===== config.mk =====
export PLATFORM = sky130hd
export DESIGN_NAME = mips_bus_arbiter
export DESIGN_NICKNAME = d
export VERILOG_FILES = /design/src/rtl/mips_bus_arbiter.sv
export SDC_FILE = /design/constraint.sdc
export NUM_CORES = 1
export LEC_CHECK = 0
export CAP_MARGIN = 40
export CORE_AREA = 2 2 106 108
export CTS_CLUSTER_SIZE = 30
export DETAILED_ROUTE_END_ITERATION = 12
export DIE_AREA = 0 0 108 110
export GPL_TIMING_DRIVEN = 0
export PLACE_DENSITY = 0.73
export SETUP_SLACK_MARGIN = 0.05
export SYNTH_ARGS = -nofsm -noshare
export SYNTH_HDL_FRONTEND = slang
export SYNTH_SLANG_ARGS = --single-unit

===== constraint.sdc =====
create_clock -name clk -period 1.21 [get_ports clk]
set_input_delay 0.242 -clock clk [delete_from_list [all_inputs] [get_ports clk]]
set_output_delay 0.242 -clock clk [all_outputs]
set_load 0.1 [all_outputs]

===== src/rtl/mips_bus_arbiter.sv =====
// Round-robin arbiter letting the instruction-fetch port (m0, read-only) and the
// load/store port (m1) share one Avalon-style slave, one transfer at a time.
module mips_bus_arbiter #(
   parameter int AW = 32,
   parameter int DW = 32
) (
   input  logic            clk,
   input  logic            reset,

   input  logic [AW-1:0]   m0_address,
   input  logic            m0_read,
   output logic            m0_waitrequest,
   output logic [DW-1:0]   m0_readdata,
   output logic            m0_readdatavalid,

   input  logic [AW-1:0]   m1_address,
   input  logic            m1_read,
   input  logic            m1_write,
   input  logic [DW-1:0]   m1_writedata,
   input  logic [DW/8-1:0] m1_byteenable,
   output logic            m1_waitrequest,
   output logic [DW-1:0]   m1_readdata,
   output logic            m1_readdatavalid,

   output logic [AW-1:0]   s_address,
   output logic            s_read,
   output logic            s_write,
   output logic [DW-1:0]   s_writedata,
   output logic [DW/8-1:0] s_byteenable,
   input  logic            s_waitrequest,
   input  logic [DW-1:0]   s_readdata
);

   typedef enum logic [1:0] {
      IDLE  = 2'd0,
      BUS   = 2'd1,
      RDATA = 2'd2
   } state_t;

   state_t state_reg, state_next;
   logic   owner_reg, owner_next;
   logic   last_grant_reg, last_grant_next;

   logic [1:0] req;
   logic       owner_req;
   logic       owner_wants_write;
   logic [1:0] wait_vec;
   logic [1:0] valid_vec;

   // m1 with read and write both high is a write, so any m1 strobe is a request
   assign req[0]            = m0_read;
   assign req[1]            = m1_read | m1_write;
   assign owner_req         = req[owner_reg];
   assign owner_wants_write = owner_reg & m1_write;

   always_ff @(posedge clk) begin
      if (reset) begin
         state_reg      <= IDLE;
         owner_reg      <= 1'b0;
         last_grant_reg <= 1'b1;
      end else begin
         state_reg      <= state_next;
         owner_reg      <= owner_next;
         last_grant_reg <= last_grant_next;
      end
   end

   always_comb begin
      state_next      = state_reg;
      owner_next      = owner_reg;
      last_grant_next = last_grant_reg;
      case (state_reg)
         IDLE: begin
            if (req != 2'b00) begin
               if (req == 2'b11) owner_next = ~last_grant_reg;
               else              owner_next = req[1];
               last_grant_next = owner_next;
               state_next      = BUS;
            end
         end
         BUS: begin
            // a dropped request abandons the grant without a slave transfer
            if (!owner_req)          state_next = IDLE;
            else if (!s_waitrequest) state_next = owner_wants_write ? IDLE : RDATA;
         end
         RDATA:   state_next = IDLE;
         default: state_next = IDLE;
      endcase
   end

   always_comb begin
      s_address    = '0;
      s_read       = 1'b0;
      s_write      = 1'b0;
      s_writedata  = '0;
      s_byteenable = '0;
      if (state_reg == BUS) begin
         if (owner_reg) begin
            s_address    = m1_address;
            s_write      = m1_write;
            s_read       = m1_read & ~m1_write;
            s_writedata  = m1_writedata;
            s_byteenable = m1_byteenable;
         end else begin
            s_address    = m0_address;
            s_read       = m0_read;
            s_byteenable = '1;
         end
      end
   end

   // valid is gated by reset so a read caught by reset never reports data
   generate
      for (genvar gi = 0; gi < 2; gi++) begin : g_master
         assign wait_vec[gi]  = (state_reg == BUS && owner_reg == (gi == 1)) ? s_waitrequest : 1'b1;
         assign valid_vec[gi] = (state_reg == RDATA) && (owner_reg == (gi == 1)) && !reset;
      end
   endgenerate

   assign m0_waitrequest   = wait_vec[0];
   assign m1_waitrequest   = wait_vec[1];
   assign m0_readdatavalid = valid_vec[0];
   assign m1_readdatavalid = valid_vec[1];
   assign m0_readdata      = s_readdata;
   assign m1_readdata      = s_readdata;

endmodule


# After elaboration in Yosys (flattened, before gate mapping)
# Index checks and enable logic that the tools add are counted.
[classes] n_lt_le_gt_ge=1 eq_ne=5 muxes=20 bitwise_logic=6 n_reduce_logical=11
[op_table] operator="two-way mux 32 bit" count=4
[op_table] operator="two-way mux 1 bit" count=9
[op_table] operator="two-way mux 2 bit" count=4
[op_table] operator="two-way mux 4 bit" count=2
[op_table] operator="logical AND 1 bit" count=6
[op_table] operator="== test 2 bit, second input constant" count=2
[op_table] operator="case mux 2 bit (2 select lines)" count=1
[op_table] operator="AND reduction 2 bit" count=2
[op_table] operator="!= test 3 bit, second input constant" count=1
[op_table] operator="NOT 1 bit" count=3
[op_table] operator="AND 1 bit" count=2
[op_table] operator="== test 2 x 1 -> 1 bit, second input constant" count=1
[op_table] operator="logical NOT 2 bit" count=1
[op_table] operator="< comparator 1 x 2 -> 1 bit, second input constant" count=1
[op_table] operator="!= test 2 bit, second input constant" count=1
[op_table] operator="nonzero test 2 bit" count=1
[op_table] operator="logical NOT 1 bit" count=1
[op_table] operator="OR 1 bit" count=1
[totals] reg_bits=4 in_bits=138 out_inout_bits=138

# Depth between registers and ports, before layout
[depth] ltp_word=5 ltp_mapped=5 ltp_nobuf=3

# Least setup slack after synthesis
# No wires, ideal clock.
[synth_path] path_type="register to output" startpoint="register owner_reg" endpoint="output port m0_readdatavalid" arrival_time_ns=3.694 required_time_ns=0.968 path_slack_ns=-2.726 path_stages_with_launch=4 path_cell_list="dfxtp_1 buf_2 clkbuf_1 nor4b_1"
[synth_via] elab_chain_cells=3
[synth_lines] element="start, declared" line_no="41" text="logic owner_reg, owner_next;"
[synth_lines] element="start signal, assigned" line_no="63" text="owner_reg <= owner_next;"
[synth_lines] element="NOT 1 bit" line_no="116" text="assign valid_vec[gi] = (state_reg == RDATA) && (owner_reg == (gi == 1)) && !reset;"
[synth_lines] element="logical AND 1 bit (2 in a row)" line_no="116"
[synth_lines] element="end, declared" line_no="14" text="output logic m0_readdatavalid,"
# Every way passes these cells.

# Worst setup path after layout
[layout_path] startpoint="register owner_reg" endpoint="output port s_address[3]"
[layout_via] elab_chain_cells=2
[layout_lines] element="two-way mux 32 bit" line_no="98" text="if (owner_reg) begin"
[layout_lines] element="two-way mux 32 bit" line_no="97" text="if (state_reg == BUS) begin"
[layout_lines] element="end, declared" line_no="25" text="output logic [AW-1:0] s_address,"
# Every way passes these cells.

==> impl_results.md <==
* Status: complete, but fails checks
* Share of the yosys chip area belonging to registers at under 10%
* GPL Wtd Cong at between 0.7 and 0.8
* Comb pwr share at 92.4%
* Violated checks: setup timing
* Layout cells sized above 1 at about three quarters
* Most area-hungry cell type in the Yosys netlist: buf_4
* Period utilization at 151%
* Clk Tree Root Cell: clkbuf_8
* YS warnings at 0
* H-tree depth at 1
* CTS tree: built
* Post-route design area at just over 7000 sq um
* PD cells at 843 nW/um^2
* Worst Tran Pin Value at approximately 330 ps
* Reg2reg start: state_reg[1]
* Final Power at about 6.1 mW
* Hold slack at about 470 ps
* Clk pwr share at under 10%
* Setup CP Type: register to primary output
* Fmax achieved at around 550 MHz
* Worst-case reg-to-reg path depth at 3
* Final nets at 636
* WP data required at approximately 970 ps
* Yosys cell types at 26
* Cts hold-fix bufs at 0
* Leakage Power at 2.90 nW
* Max clock buf depth at 2
* Clock sink count at 4
* Routed Antenna Nets at 0
* Hold Path Class: input port to register
* Unrepaired setup endpoints after global routing: true
* Average footprint of a synthesized cell at between 6 and 7 sq um
* Slew Viols, Final at 0
* # rows at 38
* Worst EP arrival at around 1600 ps
* Io pins at 276
* Full die area at 11900 sq um
* Via count at between 2k and 3k
* HPWL Detailed at between 9000 and 10000 um
* Largest cells by area after synthesis: buf_4 33%, mux2i_1 22%, and3_1 14%
* Crit path from: owner_reg
* Clock slew at reported path FFs at roughly 30 ps
* Port bufs at 243
* Sw Share at a little over half
* Global-route wire length before repair at 17200 um
* Worst Path Max Fanout at 4
* Cell Area, Synth at between 1000 and 1500 sq um
* Worst R2R Setup Slack at -70 ps
* # setup viols final at 76
* Die X-Extent at between 100 and 150 um
* Die H at 110 um
* DRC at 0
* Synth-to-Final Area Change at 388%
* Period minus WS final at 1820 ps
* Worst Setup EP: s_address[3]
* Synth top area share at between 30 and 40%
* Crit end category: primary output
* Worst r2r dst: last_grant_reg
* Vias in the first global route at 3090
* Startpoint types: register
* Hold Vio Cnt, Final at 0
* Wire per inst at about 19 um
* Vias per inst at approximately 4.1
* Max FFs per register at 2
* Most frequent cells in the layout: 135 x buf_12, 101 x clkdlybuf4s50_1, 73 x buf_4
* Reg power frac at 2.8%
* DRT Pass-1 Iters at 3
* Clk Latency, worst-skew pair at 220 ps
* Post-Route WL at between 10000 and 15000 um
* Cells after synthesis at roughly 210
* Final setup margin at -612 ps
* Inserted Clock Buffers at 3
* Internal at 2.84 mW
* Syn nets at roughly 350
* Peak supply drop at about 510 uV
* Initial antenna violation count at 1
* Largest net degree at the start of global routing at 11
* Worst Skew at slightly above 4 ps
* Initial Util at 13.8%
* FF+latch count, synth at 4
* Commonest non-fill, non-tap cell in the layout: buf_12
* Placement Cell Area at ~6900 sq um
* GR Util All Layers at between 10% and 20%
* Core ar. at 10700 sq um
* Initial DRC Count at 65
* Max-Slew Margin vs Limit at between 70% and 80%
* Switch Pwr at 3.26 mW
* Grt total ovfl at 0
* Max-cap viol count at 0
==> metal layers <==
layer	track usage, %	routed length (um)	vias to the layer above
met5	0	0	-
met4	3.39	165	0
met3	5.47	1160	10
met2	39.2	6930	174
met1	18.5	3550	1229
li1	-	-	1233
==> worst min-delay path by stage <==
stage / from / end / slack (ps) / cells past startpoint
6_report: m0_read / state_reg[0] / 470 / 3
5_1_grt: m0_read / state_reg[0] / 520 / 3
4_1_cts: m0_read / state_reg[0] / 450 / 3
3_5_place_dp: last_grant_reg / last_grant_reg / 490 / 1
3_3_place_gp: last_grant_reg / last_grant_reg / 470 / 1
2_1_floorplan: reset / owner_reg / 310 / 1
==> stage by stage <==
step                setup WS [ps]  util (%)  setup TNS [ps]  instances
CTS                          -661      66.3          -40530        626
global route                 -648      67.6          -38670        638
finish                       -612      67.6          -35650        638
floorplan                    -624         -          -18640        213
global placement            -1370      43.7         -116410        596
detailed placement          -1030      64.8          -62350        734
==> logic make-up (layout without fill, tap and decap cells) <==
family,after synthesis,after routing,share of synthesized area [%]
buf+inv,86,370,39.4
simple gates,80,80,28.5
mux,32,32,21.6
compound gates,11,11,5.07
flops,4,4,5.41
other cells,0,1,0
==> area by class of cell <==
class | instances | area (sq um)
clock buffers | 4 | 45.0
flip-flops and latches | 4 | 91.3
repair buffers | 284 | 4440
diodes | 1 | 2.50
well taps | 140 | 175
fillers | 709 | 3460
inverters | 6 | 22.5
plain buffers | 76 | 726
multi-input cells | 123 | 1730
==> synthesized netlist by cell type <==
cell       instances
o2111ai_1          1
and3_1            33
and2b_1            1
o21a_1             1
nand2b_1           1
mux2i_1           32
a21oi_1            5
buf_4             66
a2111o_1           1
a31oi_1            1
nor4b_1            1
buf_2             10
nor3_1             1
o31ai_1            1
nor2b_1            1
and4bb_2           1
nor4_1             2
clkbuf_1           4
or3_1              1
nand2_1            2
inv_1              6
nand3b_1           1
dfxtp_1            4
a211o_1            1
nor2_1            34
or3b_1             1
==> power by group through the flow <==
| stage | registers, mW | logic, mW | clock network, mW |
|---|---|---|---|
| final | 0.171 | 5.64 | 0.293 |
| after CTS | 0.164 | 5.58 | 0.309 |
| after global routing | 0.175 | 5.79 | 0.312 |
| after global placement | 0.166 | 3.97 | 0 |
| after detailed placement | 0.167 | 5.04 | 0 |
| after floorplan | 0.164 | 3.00 | 0 |
==> worst max-delay path, stage by stage, from the launching register on <==
cell and delay, ps:
dfxtp_4 360, buf_12 130, buf_12 120, buf_8 130
buf_6 120, mux2i_4 180, nor2_4 140, buf_12 180
==> timing repair <==
action / in CTS / in global routing
endpoints found under the setup margin: 141 / 78
pin swaps: 27 / 38
resized for setup: 249 / 34
gates cloned: 5 / 3
buffers inserted: 22 / 15
Power figures use the tool's default switching activity.
